## config.mk

```make
export PLATFORM = sky130hd
export DESIGN_NAME = regfile_ctrl_flat
export DESIGN_NICKNAME = d
export VERILOG_FILES = /design/src/rtl/regfile_pkg.sv /design/src/rtl/regfile_ctrl_if.sv /design/src/rtl/regfile_ctrl_wb_rr_arbiter.sv /design/src/rtl/regfile_ctrl.sv /design/src/flat_wrapper.sv
export SDC_FILE = /design/constraint.sdc
export NUM_CORES = 1
export LEC_CHECK = 0
export BUFFER_PORTS_ARGS = -buffer_cell sky130_fd_sc_hd__buf_2
export CELL_PAD_IN_SITES_DETAIL_PLACEMENT = 1
export CELL_PAD_IN_SITES_GLOBAL_PLACEMENT = 1
export CORE_MARGIN = 1.5
export CORE_UTILIZATION = 30
export CTS_BUF_LIST = sky130_fd_sc_hd__clkbuf_2 sky130_fd_sc_hd__clkbuf_4 sky130_fd_sc_hd__clkbuf_8
export CTS_CLUSTER_DIAMETER = 80
export DETAILED_ROUTE_END_ITERATION = 16
export PLACE_DENSITY = 0.8
export REMOVE_ABC_BUFFERS = 1
export SLEW_MARGIN = 40
export SYNTH_ARGS = -nofsm -noshare
export SYNTH_HDL_FRONTEND = slang
export SYNTH_HIERARCHICAL = 1
export SYNTH_SLANG_ARGS = --single-unit
```

## constraint.sdc

```tcl
create_clock -name clk -period 2.6 [get_ports clk]
set_clock_uncertainty 0.2 [all_clocks]
set_input_delay 0.26 -clock clk [delete_from_list [all_inputs] [get_ports clk]]
set_output_delay 0.26 -clock clk [all_outputs]
set_load 0.005 [all_outputs]
```

## src/rtl/regfile_pkg.sv

```systemverilog
// ---------------------------------------------------------------------------
// regfile_pkg
// Shared constants and types for the register-file front end.
//   XLEN     : register data width
//   AW       : register address width (32 registers)
//   ZERO_REG : architectural zero register (reads as 0, writes discarded)
//   state_t  : operand sequencer states
// ---------------------------------------------------------------------------
package regfile_pkg;

    localparam int XLEN = 32;
    localparam int AW   = 5;

    localparam logic [AW-1:0] ZERO_REG = '0;

    typedef enum logic [1:0] {
        ST_IDLE = 2'd0,
        ST_RD1  = 2'd1,
        ST_RD2  = 2'd2,
        ST_RESP = 2'd3
    } state_t;

endpackage : regfile_pkg

```

## src/rtl/regfile_ctrl_if.sv

```systemverilog
// ---------------------------------------------------------------------------
// regfile_ctrl_if
// Bundles every bus signal of regfile_ctrl: operand request/response
// handshake, the two writeback requesters and the register-file port pins.
//   slave  : the controller side (regfile_ctrl)
//   master : the environment side (requesters, consumer, register file)
// ---------------------------------------------------------------------------
interface regfile_ctrl_if;
    import regfile_pkg::*;

    // operand request / response
    logic            req_valid;
    logic            req_ready;
    logic [AW-1:0]   rs1_addr;
    logic [AW-1:0]   rs2_addr;
    logic            rsp_valid;
    logic            rsp_ready;
    logic [XLEN-1:0] rs1_data;
    logic [XLEN-1:0] rs2_data;

    // writeback requesters (wb0 = ALU, wb1 = load unit)
    logic            wb0_valid;
    logic            wb0_ready;
    logic [AW-1:0]   wb0_addr;
    logic [XLEN-1:0] wb0_data;
    logic            wb1_valid;
    logic            wb1_ready;
    logic [AW-1:0]   wb1_addr;
    logic [XLEN-1:0] wb1_data;

    // register file pins
    logic [AW-1:0]   rf_read_addr;
    logic [XLEN-1:0] rf_data_out;
    logic            rf_write_enable;
    logic [AW-1:0]   rf_write_addr;
    logic [XLEN-1:0] rf_data_in;

    modport slave (
        input  req_valid, rs1_addr, rs2_addr, rsp_ready,
        input  wb0_valid, wb0_addr, wb0_data,
        input  wb1_valid, wb1_addr, wb1_data,
        input  rf_data_out,
        output req_ready, rsp_valid, rs1_data, rs2_data,
        output wb0_ready, wb1_ready,
        output rf_read_addr, rf_write_enable, rf_write_addr, rf_data_in
    );

    modport master (
        output req_valid, rs1_addr, rs2_addr, rsp_ready,
        output wb0_valid, wb0_addr, wb0_data,
        output wb1_valid, wb1_addr, wb1_data,
        output rf_data_out,
        input  req_ready, rsp_valid, rs1_data, rs2_data,
        input  wb0_ready, wb1_ready,
        input  rf_read_addr, rf_write_enable, rf_write_addr, rf_data_in
    );

endinterface : regfile_ctrl_if

```

## src/rtl/regfile_ctrl_wb_rr_arbiter.sv

```systemverilog
// ---------------------------------------------------------------------------
// wb_rr_arbiter
// Two-way round-robin arbiter for the single register-file write port.
// The grant is combinational: the winner's ready and the write-port pins
// are driven in the same cycle the request is presented.
// Ports:
//   clk, rst_n : clock, asynchronous active-low reset
//   i_valid    : per-requester write request
//   i_addr     : per-requester write address
//   i_data     : per-requester write data
//   o_ready    : per-requester grant (at most one set)
//   o_we       : write enable to the register file (never set for x0)
//   o_addr     : write address of the granted requester
//   o_data     : write data of the granted requester
// ---------------------------------------------------------------------------
module wb_rr_arbiter
    import regfile_pkg::*;
(
    input  logic                  clk,
    input  logic                  rst_n,
    input  logic [1:0]            i_valid,
    input  logic [1:0][AW-1:0]    i_addr,
    input  logic [1:0][XLEN-1:0]  i_data,
    output logic [1:0]            o_ready,
    output logic                  o_we,
    output logic [AW-1:0]         o_addr,
    output logic [XLEN-1:0]       o_data
);

    // Index of the requester that won the most recent contested cycle.
    // Starts at 1 so that wb0 wins the first tie.
    logic r_last;

    logic w_any;
    logic w_contested;
    logic w_sel;

    // Gating with rst_n keeps the write port silent for the whole time
    // reset is held, not just from the next clock edge.
    always_comb begin
        w_any       = rst_n & (|i_valid);
        w_contested = rst_n & (&i_valid);
        // Contested: alternate away from the last winner.
        // Uncontested: the only valid requester wins.
        w_sel       = w_contested ? ~r_last : i_valid[1];

        o_ready = '0;
        o_we    = 1'b0;
        o_addr  = '0;
        o_data  = '0;
        if (w_any) begin
            o_ready[w_sel] = 1'b1;
            o_addr         = i_addr[w_sel];
            o_data         = i_data[w_sel];
            // A write to x0 is acknowledged but never reaches the array.
            o_we           = (i_addr[w_sel] != ZERO_REG);
        end
    end

    // Pointer only moves on a contested grant, so a lone requester never
    // steals priority from the other one.
    always_ff @(posedge clk or negedge rst_n) begin
        if (!rst_n) begin
            r_last <= 1'b1;
        end else if (w_contested) begin
            r_last <= w_sel;
        end
    end

endmodule : wb_rr_arbiter

```

## src/rtl/regfile_ctrl.sv

```systemverilog
// ---------------------------------------------------------------------------
// regfile_ctrl
// Sequencer and write arbiter in front of a 32x32 register file that has one
// combinational read port and one clocked write port.
//   * Operand side: a (rs1, rs2) request is read through the single read
//     port over two cycles (RD1 then RD2) and held in RESP until taken.
//   * Write side: wb0/wb1 share the write port via wb_rr_arbiter.
//   * Captured operands snoop granted writes so the consumer always sees the
//     up-to-date register contents; x0 always reads as zero.
// Ports:
//   clk   : clock, all state on the rising edge
//   rst_n : asynchronous active-low reset
//   bus   : regfile_ctrl_if.slave (request/response, writebacks, rf pins)
// ---------------------------------------------------------------------------
module regfile_ctrl
    import regfile_pkg::*;
(
    input  logic           clk,
    input  logic           rst_n,
    regfile_ctrl_if.slave  bus
);

    state_t r_state;
    state_t w_state_next;

    logic                 w_req_ready;
    logic                 w_accept;
    logic [AW-1:0]        w_rf_raddr;

    logic [1:0]           w_wb_ready;
    logic                 w_we;
    logic [AW-1:0]        w_waddr;
    logic [XLEN-1:0]      w_wdata;

    logic [1:0][AW-1:0]   w_req_addr;
    logic [1:0][AW-1:0]   w_op_addr;
    logic [1:0][XLEN-1:0] w_op_data;

    // -----------------------------------------------------------------
    // Write-port arbitration
    // -----------------------------------------------------------------
    wb_rr_arbiter u_arb (
        .clk     (clk),
        .rst_n   (rst_n),
        .i_valid ({bus.wb1_valid, bus.wb0_valid}),
        .i_addr  ({bus.wb1_addr,  bus.wb0_addr}),
        .i_data  ({bus.wb1_data,  bus.wb0_data}),
        .o_ready (w_wb_ready),
        .o_we    (w_we),
        .o_addr  (w_waddr),
        .o_data  (w_wdata)
    );

    assign bus.wb0_ready       = w_wb_ready[0];
    assign bus.wb1_ready       = w_wb_ready[1];
    assign bus.rf_write_enable = w_we;
    assign bus.rf_write_addr   = w_waddr;
    assign bus.rf_data_in      = w_wdata;

    // -----------------------------------------------------------------
    // Operand sequencer FSM
    // -----------------------------------------------------------------
    always_ff @(posedge clk or negedge rst_n) begin
        if (!rst_n) begin
            r_state <= ST_IDLE;
        end else begin
            r_state <= w_state_next;
        end
    end

    always_comb begin
        w_state_next = r_state;
        w_req_ready  = 1'b0;
        w_rf_raddr   = '0;
        unique case (r_state)
            ST_IDLE: begin
                w_req_ready = rst_n;
                if (bus.req_valid) begin
                    w_state_next = ST_RD1;
                end
            end
            ST_RD1: begin
                w_rf_raddr   = w_op_addr[0];
                w_state_next = ST_RD2;
            end
            ST_RD2: begin
                w_rf_raddr   = w_op_addr[1];
                w_state_next = ST_RESP;
            end
            ST_RESP: begin
                // The handshake cycle doubles as the accept cycle for the
                // next request, giving one request every three cycles.
                if (bus.rsp_ready) begin
                    w_req_ready  = rst_n;
                    w_state_next = bus.req_valid ? ST_RD1 : ST_IDLE;
                end
            end
            default: begin
                w_state_next = ST_IDLE;
            end
        endcase
    end

    assign w_accept         = w_req_ready & bus.req_valid;
    assign bus.req_ready    = w_req_ready;
    assign bus.rsp_valid    = (r_state == ST_RESP);
    assign bus.rf_read_addr = w_rf_raddr;

    // -----------------------------------------------------------------
    // Operand registers: index 0 = rs1 (read in RD1), 1 = rs2 (read in RD2)
    // -----------------------------------------------------------------
    assign w_req_addr = {bus.rs2_addr, bus.rs1_addr};

    genvar gi;
    generate
        for (gi = 0; gi < 2; gi++) begin : g_op
            localparam state_t CAP_ST = (gi == 0) ? ST_RD1 : ST_RD2;

            logic [AW-1:0]   r_addr;
            logic [XLEN-1:0] r_data;
            logic            w_hit;
            logic [XLEN-1:0] w_cap;

            // w_we is already false for x0, so a hit is always a real write.
            assign w_hit = w_we && (w_waddr == r_addr);

            // On the capture cycle the array still holds the old value of a
            // register being written in the same cycle, so forward the
            // write data instead.
            assign w_cap = (r_addr == ZERO_REG) ? '0 :
                           (w_hit ? w_wdata : bus.rf_data_out);

            always_ff @(posedge clk or negedge rst_n) begin
                if (!rst_n) begin
                    r_addr <= '0;
                end else if (w_accept) begin
                    r_addr <= w_req_addr[gi];
                end
            end

            // Outside the capture cycle, keep the operand coherent with any
            // write to its register. On an accept the address is about to
            // change, so snooping the old address would be pointless. A
            // snoop of rs2 during RD1 is overwritten by the RD2 capture.
            always_ff @(posedge clk or negedge rst_n) begin
                if (!rst_n) begin
                    r_data <= '0;
                end else if (r_state == CAP_ST) begin
                    r_data <= w_cap;
                end else if ((r_state != ST_IDLE) && !w_accept && w_hit) begin
                    r_data <= w_wdata;
                end
            end

            assign w_op_addr[gi] = r_addr;
            assign w_op_data[gi] = r_data;
        end
    endgenerate

    assign bus.rs1_data = w_op_data[0];
    assign bus.rs2_data = w_op_data[1];

endmodule : regfile_ctrl

```

## src/flat_wrapper.sv

```systemverilog
// flat-port wrapper written by rule: the top's interface ports become plain ports
module regfile_ctrl_flat import regfile_pkg::*;
  (clk, rst_n, bus_req_valid, bus_rs1_addr, bus_rs2_addr, bus_rsp_ready, bus_wb0_valid, bus_wb0_addr, bus_wb0_data, bus_wb1_valid, bus_wb1_addr, bus_wb1_data, bus_rf_data_out, bus_req_ready, bus_rsp_valid, bus_rs1_data, bus_rs2_data, bus_wb0_ready, bus_wb1_ready, bus_rf_read_addr, bus_rf_write_enable, bus_rf_write_addr, bus_rf_data_in);
  regfile_ctrl_if bus_i ();
  input  logic clk;
  input  logic rst_n;
  input wire logic [$bits(bus_i.req_valid)-1:0] bus_req_valid;
  input wire logic [$bits(bus_i.rs1_addr)-1:0] bus_rs1_addr;
  input wire logic [$bits(bus_i.rs2_addr)-1:0] bus_rs2_addr;
  input wire logic [$bits(bus_i.rsp_ready)-1:0] bus_rsp_ready;
  input wire logic [$bits(bus_i.wb0_valid)-1:0] bus_wb0_valid;
  input wire logic [$bits(bus_i.wb0_addr)-1:0] bus_wb0_addr;
  input wire logic [$bits(bus_i.wb0_data)-1:0] bus_wb0_data;
  input wire logic [$bits(bus_i.wb1_valid)-1:0] bus_wb1_valid;
  input wire logic [$bits(bus_i.wb1_addr)-1:0] bus_wb1_addr;
  input wire logic [$bits(bus_i.wb1_data)-1:0] bus_wb1_data;
  input wire logic [$bits(bus_i.rf_data_out)-1:0] bus_rf_data_out;
  output wire logic [$bits(bus_i.req_ready)-1:0] bus_req_ready;
  output wire logic [$bits(bus_i.rsp_valid)-1:0] bus_rsp_valid;
  output wire logic [$bits(bus_i.rs1_data)-1:0] bus_rs1_data;
  output wire logic [$bits(bus_i.rs2_data)-1:0] bus_rs2_data;
  output wire logic [$bits(bus_i.wb0_ready)-1:0] bus_wb0_ready;
  output wire logic [$bits(bus_i.wb1_ready)-1:0] bus_wb1_ready;
  output wire logic [$bits(bus_i.rf_read_addr)-1:0] bus_rf_read_addr;
  output wire logic [$bits(bus_i.rf_write_enable)-1:0] bus_rf_write_enable;
  output wire logic [$bits(bus_i.rf_write_addr)-1:0] bus_rf_write_addr;
  output wire logic [$bits(bus_i.rf_data_in)-1:0] bus_rf_data_in;
  assign bus_i.req_valid = bus_req_valid;
  assign bus_i.rs1_addr = bus_rs1_addr;
  assign bus_i.rs2_addr = bus_rs2_addr;
  assign bus_i.rsp_ready = bus_rsp_ready;
  assign bus_i.wb0_valid = bus_wb0_valid;
  assign bus_i.wb0_addr = bus_wb0_addr;
  assign bus_i.wb0_data = bus_wb0_data;
  assign bus_i.wb1_valid = bus_wb1_valid;
  assign bus_i.wb1_addr = bus_wb1_addr;
  assign bus_i.wb1_data = bus_wb1_data;
  assign bus_i.rf_data_out = bus_rf_data_out;
  assign bus_req_ready = bus_i.req_ready;
  assign bus_rsp_valid = bus_i.rsp_valid;
  assign bus_rs1_data = bus_i.rs1_data;
  assign bus_rs2_data = bus_i.rs2_data;
  assign bus_wb0_ready = bus_i.wb0_ready;
  assign bus_wb1_ready = bus_i.wb1_ready;
  assign bus_rf_read_addr = bus_i.rf_read_addr;
  assign bus_rf_write_enable = bus_i.rf_write_enable;
  assign bus_rf_write_addr = bus_i.rf_write_addr;
  assign bus_rf_data_in = bus_i.rf_data_in;
  regfile_ctrl u_core (.clk(clk), .rst_n(rst_n), .bus(bus_i));
endmodule
```

### Word level (Yosys, flattened, before mapping)

Cells that the tools add are included.
Widths: inputs -> output; s select.

| storage, ports and cells | value |
|---|---|
| bits in registers | 77 |
| input port bits | 122 |
| output and inout bits | 111 |
| logic and storage cells | 62 |

| cells by class | value |
|---|---|
| magnitude comparators | 2 |
| equality and inequality tests | 7 |
| multiplexer cells | 26 |
| bitwise gates (word level) | 4 |
| reductions and logical operators | 17 |

Operators by type and width:

| kind | count |
|---|---|
| $mux 32 | 11 |
| $mux 5 | 3 |
| $eq 5x5->1 | 2 |
| $logic_not 5->1 | 2 |
| $pmux 5 s2 | 1 |
| $pmux 2 s4 | 1 |
| $logic_and 1x1->1 | 6 |
| $mux 2 | 3 |
| $reduce_bool 2->1 | 3 |
| $mux 1 | 5 |
| $reduce_bool 5->1 | 1 |
| $eq 2x2->1 const B | 2 |
| $ne 2x2->1 const B | 2 |
| $reduce_and 2->1 | 2 |
| $and 1x1->1 | 3 |
| $eq 2x1->1 const B | 1 |
| $logic_not 2->1 | 1 |
| $lt 1x2->1 const B | 1 |
| $pmux 1 s2 | 1 |
| $reduce_or 2->1 | 1 |
| $demux 1 s1 | 1 |
| $ge 1x1->1 const B | 1 |
| $logic_not 1->1 | 1 |
| $not 1->1 | 1 |

### Logic depth before layout (Yosys ltp)

| logic depth | value |
|---|---|
| word-level depth | 11 |
| gate-level depth with buffers | 11 |
| gate-level depth less buffers | 8 |

### Modules after synthesis

The synthesis kept the hierarchy.

Modules (own cells, without submodules):

| module | instances | cells an instance | area each (um^2) | seq. area each (um^2) |
|---|---|---|---|---|
| regfile_ctrl | 1 | 360 | 4356.7 | 1901.8 |
| wb_rr_arbiter | 1 | 66 | 623.1 | 26.3 |

### Worst setup path after synthesis

Ideal clock, no wire load.

| path | value |
|---|---|
| path type | register -> register |
| start | register u_core.u_arb.r_last |
| end | register u_core.g_op[0].r_data[8], in the netlist u_core/bus.rs1_data[8] |
| library setup time | 0.147 ns |
| data arrival time | 2.393 ns |
| required time | 2.253 ns |
| path slack | -0.140 ns |
| cell stages (with the launch flop) | 11 |
| path buffers | 2 |
| period minus slack after synthesis | 2.740 ns |
| path through | dfstp_2 nand2b_4 a32oi_1 nor2_1 xor2_1 nor4_2 or4b_1 buf_6 buf_12 mux2i_1 o22ai_1 |

| on the way | value |
|---|---|
| longest elaborated chain between the ends | 10 |
| elaborated cells on any way between the ends | 18 |
| classes of those cells | eq/ne (1); mux (12); bitwise (1); reduce/logical (4) |

Ends and longest elaborated chain:

| element | RTL line | source |
|---|---|---|
| from (decl) | regfile_ctrl_wb_rr_arbiter.sv:32 | `logic r_last;` |
| from (signal assigned) | regfile_ctrl_wb_rr_arbiter.sv:66 | `r_last <= w_sel;` |
| $not 1->1 (*) | regfile_ctrl_wb_rr_arbiter.sv:45 | `w_sel = w_contested ? ~r_last : i_valid[1];` |
| $mux 1 (*) | regfile_ctrl_wb_rr_arbiter.sv:45 |  |
| $mux 5 (not written as such) (*) (2 in series) | regfile_ctrl_wb_rr_arbiter.sv:53 | `o_addr = i_addr[w_sel];` |
| $mux 5 (*) | regfile_ctrl_wb_rr_arbiter.sv:51 | `if (w_any) begin` |
| via bus_rf_write_addr[0] | flat_wrapper.sv:26 | `output wire logic [$bits(bus_i.rf_write_addr)-1:0] bus_rf_write_addr;` |
| $eq 5x5->1 (*) | regfile_ctrl.sv:125 | `assign w_hit = w_we && (w_waddr == r_addr);` |
| $logic_and 1x1->1 (*) | regfile_ctrl.sv:125 |  |
| $mux 32 | regfile_ctrl.sv:131 | `(w_hit ? w_wdata : bus.rf_data_out);` |
| $mux 32 | regfile_ctrl.sv:130 | `assign w_cap = (r_addr == ZERO_REG) ? '0 :` |
| $mux 32 | regfile_ctrl.sv:148 | `end else if (r_state == CAP_ST) begin` |
| to (signal assigned) | regfile_ctrl.sv:149 | `r_data <= w_cap;` |
| to (signal assigned) | regfile_ctrl.sv:151 | `r_data <= w_wdata;` |
| to (decl) | regfile_ctrl.sv:120 | `logic [XLEN-1:0] r_data;` |

Mark *: on every way through the listed nets, which the timed path passes. The rest lies on a longest branch. The select of a mux whose other input is x is not followed.
A chain may end at the register's enable or synchronous reset.

### Worst setup path in the final report

| path | value |
|---|---|
| start | register u_core.u_arb.r_last |
| end | register u_core.g_op[0].r_data[7], in the netlist u_core/bus.rs1_data[7] |

| on the way | value |
|---|---|
| longest elaborated chain between the ends | 10 |
| elaborated cells on any way between the ends | 18 |
| classes of those cells | eq/ne (1); mux (12); bitwise (1); reduce/logical (4) |

Ends and longest elaborated chain:

| element | RTL line |
|---|---|
| $not 1->1 (*) | regfile_ctrl_wb_rr_arbiter.sv:45 |
| $mux 1 (*) | regfile_ctrl_wb_rr_arbiter.sv:45 |
| $mux 5 (not written as such) (2 in series) | regfile_ctrl_wb_rr_arbiter.sv:53, regfile_ctrl_wb_rr_arbiter.sv:56 |
| $mux 5 or $reduce_bool 5->1 (tied branches) | regfile_ctrl_wb_rr_arbiter.sv:51, regfile_ctrl_wb_rr_arbiter.sv:56 |
| $eq 5x5->1 or $mux 1 (tied branches) | regfile_ctrl.sv:125, regfile_ctrl_wb_rr_arbiter.sv:51 |
| $logic_and 1x1->1 | regfile_ctrl.sv:125 |
| $mux 32 | regfile_ctrl.sv:131 |
| $mux 32 | regfile_ctrl.sv:130 |
| $mux 32 | regfile_ctrl.sv:148 |

Every way passes the cells marked *; elsewhere a longest branch is shown, timed or not. The select of a mux whose other input is x is not followed.

==> impl.org <==
** Job
- Max_cap viols :: 0

** Worst setup path
- Largest stage delay on the critical path :: 620 ps
- In this run the critical register-to-register path is captured at u_core/bus.rs1_data[7]$_DFFE_PN0P_.
- Depth of the worst register-to-register path :: 10
- Critical-path top delay cell :: or4b_4
- The worst setup path is captured at a flop.
- Critical path data required time :: 2640 ps
- The critical path goes through nand2b_4 > a32oi_2 > nor2_2 > buf_4 > xor2_2 > nor4_2 > or4b_4 > buf_12 > mux2i_2 > o22ai_1.
- STA classifies the critical path startpoint as a flop.
- Launching point of the worst reg2reg path :: u_core/u_arb/r_last$_DFFE_PN1N_
- Of all nets on the critical path, the largest fanout is 8.
- Data arrival time of the critical path :: 3050 ps
- Worst setup path class :: reg2reg
- Reg-to-reg slack, setup :: -410 ps

** Timing
- Headroom to the max-slew limit came out at 57.4%.
- Sum Neg Setup Slack :: -22700 ps
- Final Max Tran Viols :: 0
- Number of failing hold endpoints at the final stage :: 0
- Setup repair after global routing could not meet its margin everywhere.
- Transition time of the tightest slew-check pin :: 639 ps
- Final hold analysis gives a worst-case slack of 14.0 ps.
- After layout, the worst path uses 116% of the clock period.
- Final critical delay including setup and external delays :: 3010 ps
- # setup viols final :: 70
- Across all setup checks in the final design, the least slack found is -413 ps.
- Maximum clock rate :: 0.332 GHz

** Detailed routing
- After detailed routing, the total wire length is 21300 microns.
- Via count :: 5016
- After detailed routing, the average wire length per cell comes to 22.6 microns.
- Antenna violation net count after detailed routing :: 0
- For this block, the initial DRC count from the detailed router was 148.
- Post-DR vias/cell :: 5.33
- Number of DRC violations after detailed routing :: 0
- The first TritonRoute pass finished after 4 iterations.

** Outcome
- The final reports fail on negative setup slack.
- Run status :: finished, violations left

** Floorplan
- Measured along the y axis, the die boundary spans 132 microns.
- The floorplan has 46 rows.
- In this run the count of I/O pins placed on the die edge is 233.
- Starting density of the core :: 31.0%
- The floorplan step defined a die boundary enclosing 17400 sq um.
- Area of the core :: 16100 sq um
- The floorplan step set the die width to 132 microns.

** Yosys
- Warnings from Yosys :: 6
- Among all flip-flop cells after synthesis, the most frequent one is dfrtp_1.
- Mapped Area :: 4980 sq um
- Yosys mapped a number of flops with a built-in enable equal to 0.
- Adder-cell area share of the yosys netlist :: 1.26%
- Compound-gate portion of the synthesized area :: 17.3%
- In this run, synthesis produced a sequential element count of 77.
- For this run, asynchronously set or reset flops after synthesis account for 100%.
- In this run, distinct cell masters in the synthesized netlist total 51.
- Post-synthesis mux area share :: 27.8%
- Instance count of the mapped netlist :: 426
- The share of the Yosys chip area taken by registers is 38.7%.
- A synthesized cell averages 11.7 sq um.
- The synthesized netlist devotes 1.93% of its cell area to XOR and XNOR gates.
- Area fraction in and, or, nand and nor cells after synthesis :: 4.92%
- After synthesis, the largest family of logic cells by area is multiplexers.

** Place
- Number of port buffers :: 232
- Post-DP HPWL :: 13100 microns
- Last weighted congestion value of the routability-driven placer :: 0.830

** Clocking
- CTS placed an instance of clkbuf_8 at the clock tree root.
- Clock-pin slew was measured on the worst setup and hold paths at 90 ps.
- Worst skew pair latency :: 360 ps
- Counting along the longest clock path gives a buffer depth of 2.
- TritonCTS created 9 clock buffers.
- TritonCTS built the clock tree.
- For this design, the sink count on the clock tree is 77.
- The H-tree was split into 3 levels.

** Global route
- Via count of the first global-routing pass :: 5450
- Global routing finished with a remaining overflow of 0.
- First-pass GRT wire length :: 30600 microns
- Across every metal layer, demand over resource in global routing totals 22.6%.
- Largest net degree at the start of global routing :: 47
- The number of antenna violations at the first check in global routing was 0.

** Cells and area
- The repair_antennas step left the layout with diodes totalling 0.
- From synthesis to final layout, the design area changed by 54.7%.
- In the final layout, the share of cells above drive strength 1 is 54.1%.
- At the end of the flow, the number of nets in the layout was 847.

** Pwr
- Highest ir drop seen on vdd :: 0.000493 V
- Static power due to leakage :: 0.00373 uW
- For this design the ratio of total power to cell area is 946 nW/um^2.

** Hold path
- Origin of the worst min-delay path :: bus_rf_data_out[15]
- The worst hold path was traced through 3 stages.
- In this run the worst hold path is classified as in2reg.
- Worst hold endpoint :: u_core/bus.rs2_data[15]$_DFFE_PN0P_
worst max path at each step:
| stage | from | end | slack [ps] | depth (start not counted) |
|---|---|---|---|---|
| final | u_core/u_arb/r_last$_DFFE_PN1N_ | u_core/bus.rs1_data[7]$_DFFE_PN0P_ | -410 | 10 |
| after global placement | u_core/u_arb/r_last$_DFFE_PN1N_ | u_core/bus.rs1_data[16]$_DFFE_PN0P_ | -230 | 9 |
| after CTS | u_core/u_arb/r_last$_DFFE_PN1N_ | u_core/bus.rs1_data[7]$_DFFE_PN0P_ | -300 | 10 |
| after floorplan | u_core/u_arb/r_last$_DFFE_PN1N_ | u_core/bus.rs2_data[0]$_DFFE_PN0P_ | -1680 | 7 |
| after global routing | u_core/u_arb/r_last$_DFFE_PN1N_ | u_core/bus.rs1_data[7]$_DFFE_PN0P_ | -490 | 10 |
| after detailed placement | u_core/u_arb/r_last$_DFFE_PN1N_ | u_core/bus.rs1_data[12]$_DFFE_PN0P_ | -400 | 9 |
routing by layer:
| layer | up-vias | track usage [%] | wire, microns |
|---|---|---|---|
| met5 | - | 0 | 0 |
| met4 | 0 | 9.20 | 680 |
| met3 | 61 | 4.15 | 825 |
| met2 | 188 | 41.4 | 11300 |
| met1 | 2516 | 25.7 | 8450 |
| li1 | 2251 | - | - |
power breakdown:
part           switching (uW)  leakage (uW)  internal, uW
clock network             491     0.0000987           439
logic                    2110       0.00266          2030
registers                 451      0.000966          1760
critical path, delay by kind of cell, from the launching register on:
family,cells,cell delay (ps)
AND/OR/NAND/NOR,4,1260
flip-flops,1,590
XOR/XNOR,1,60
multiplexers,1,190
buffers and inverters,2,340
AO/OA/AOI/OAI,2,230
placed cells by master, fill, tap and decap left out, types with 6 or more instances in the layout:
| master | instances |
|---|---|
| buf_2 | 231 |
| mux2i_1 | 112 |
| dfrtp_1 | 76 |
| o22ai_1 | 63 |
| buf_4 | 37 |
| dlygate4sd3_1 | 29 |
| a22o_4 | 27 |
| mux2i_2 | 12 |
| mux2_2 | 11 |
| buf_12 | 10 |
| clkbuf_8 | 9 |
| buf_16 | 6 |
| inv_1 | 6 |
final cells by class:
cell class | instances | area [sq um]
clock buffer | 9 | 124
inverter | 7 | 26.3
timing repair buffer | 320 | 2230
multi-input combinational | 305 | 3060
tap | 216 | 270
clock inverter | 7 | 66.3
fill | 1802 | 8360
sequential | 77 | 1930
synth_stat cells (2+ instances only):
cell	instances	area, sq um
a32oi_1	5	43.8
dfrtp_1	76	1900
dlygate4sd1_1	2	17.5
o21ai_0	2	10.0
nor2b_1	5	31.3
mux2_2	11	124
inv_1	6	22.5
o22ai_1	64	400
buf_6	5	56.3
a22o_1	25	219
nand2_1	3	11.3
nor2_1	6	22.5
buf_2	9	45.0
xor2_1	4	35.0
a22oi_1	5	37.5
nand3_1	3	15.0
clkbuf_8	2	27.5
a22o_2	7	70.1
mux2i_1	126	1260
clkbuf_1	7	26.3
or4_1	3	22.5
dlygate4sd3_1	2	20.0
ha_1	5	62.6
xnor2_1	7	61.3
a21oi_1	3	15.0
buf_12	8	160
stage by stage:
step | worst slack [ps] | total power [uW] | std cells | area [sq um] | util, %
global placement | -234 | 5500 | 870 | 6410 | 39.9
global route | -486 | 7680 | 941 | 7700 | 48.0
finish | -413 | 7280 | 941 | 7700 | 48.0
detailed placement | -397 | 5730 | 870 | 6410 | 39.9
CTS | -301 | 6920 | 932 | 7210 | 44.9
floorplan | -1680 | 4050 | 389 | 4600 | -
what timing repair did:
item	in CTS	in global routing
endpoints found under the setup margin	64	85
hold endpoints to repair	112	0
gates cloned	5	4
setup buffers	11	5
resized for setup	15	56
pin swaps	10	28
hold buffers	30	0
registers in the layout, indices dropped and copies added, names as in the netlist:
| register | flops |
|---|---|
| u_core/bus.rs2_data | 32 |
| u_core/bus.rs1_data | 32 |
| u_core/r_state | 2 |
| u_core/g_op.r_addr | 10 |
| u_core/u_arb/r_last | 1 |
cells by family (layout without fill, tap and decap cells):
family | after synthesis | count (layout)
compound gates | 118 | 118
xor+xnor | 11 | 11
fa+ha+maj | 5 | 5
buf+inv | 44 | 343
flops | 77 | 77
mux | 137 | 137
simple gates | 34 | 34
Power figures use the tool's default switching activity.
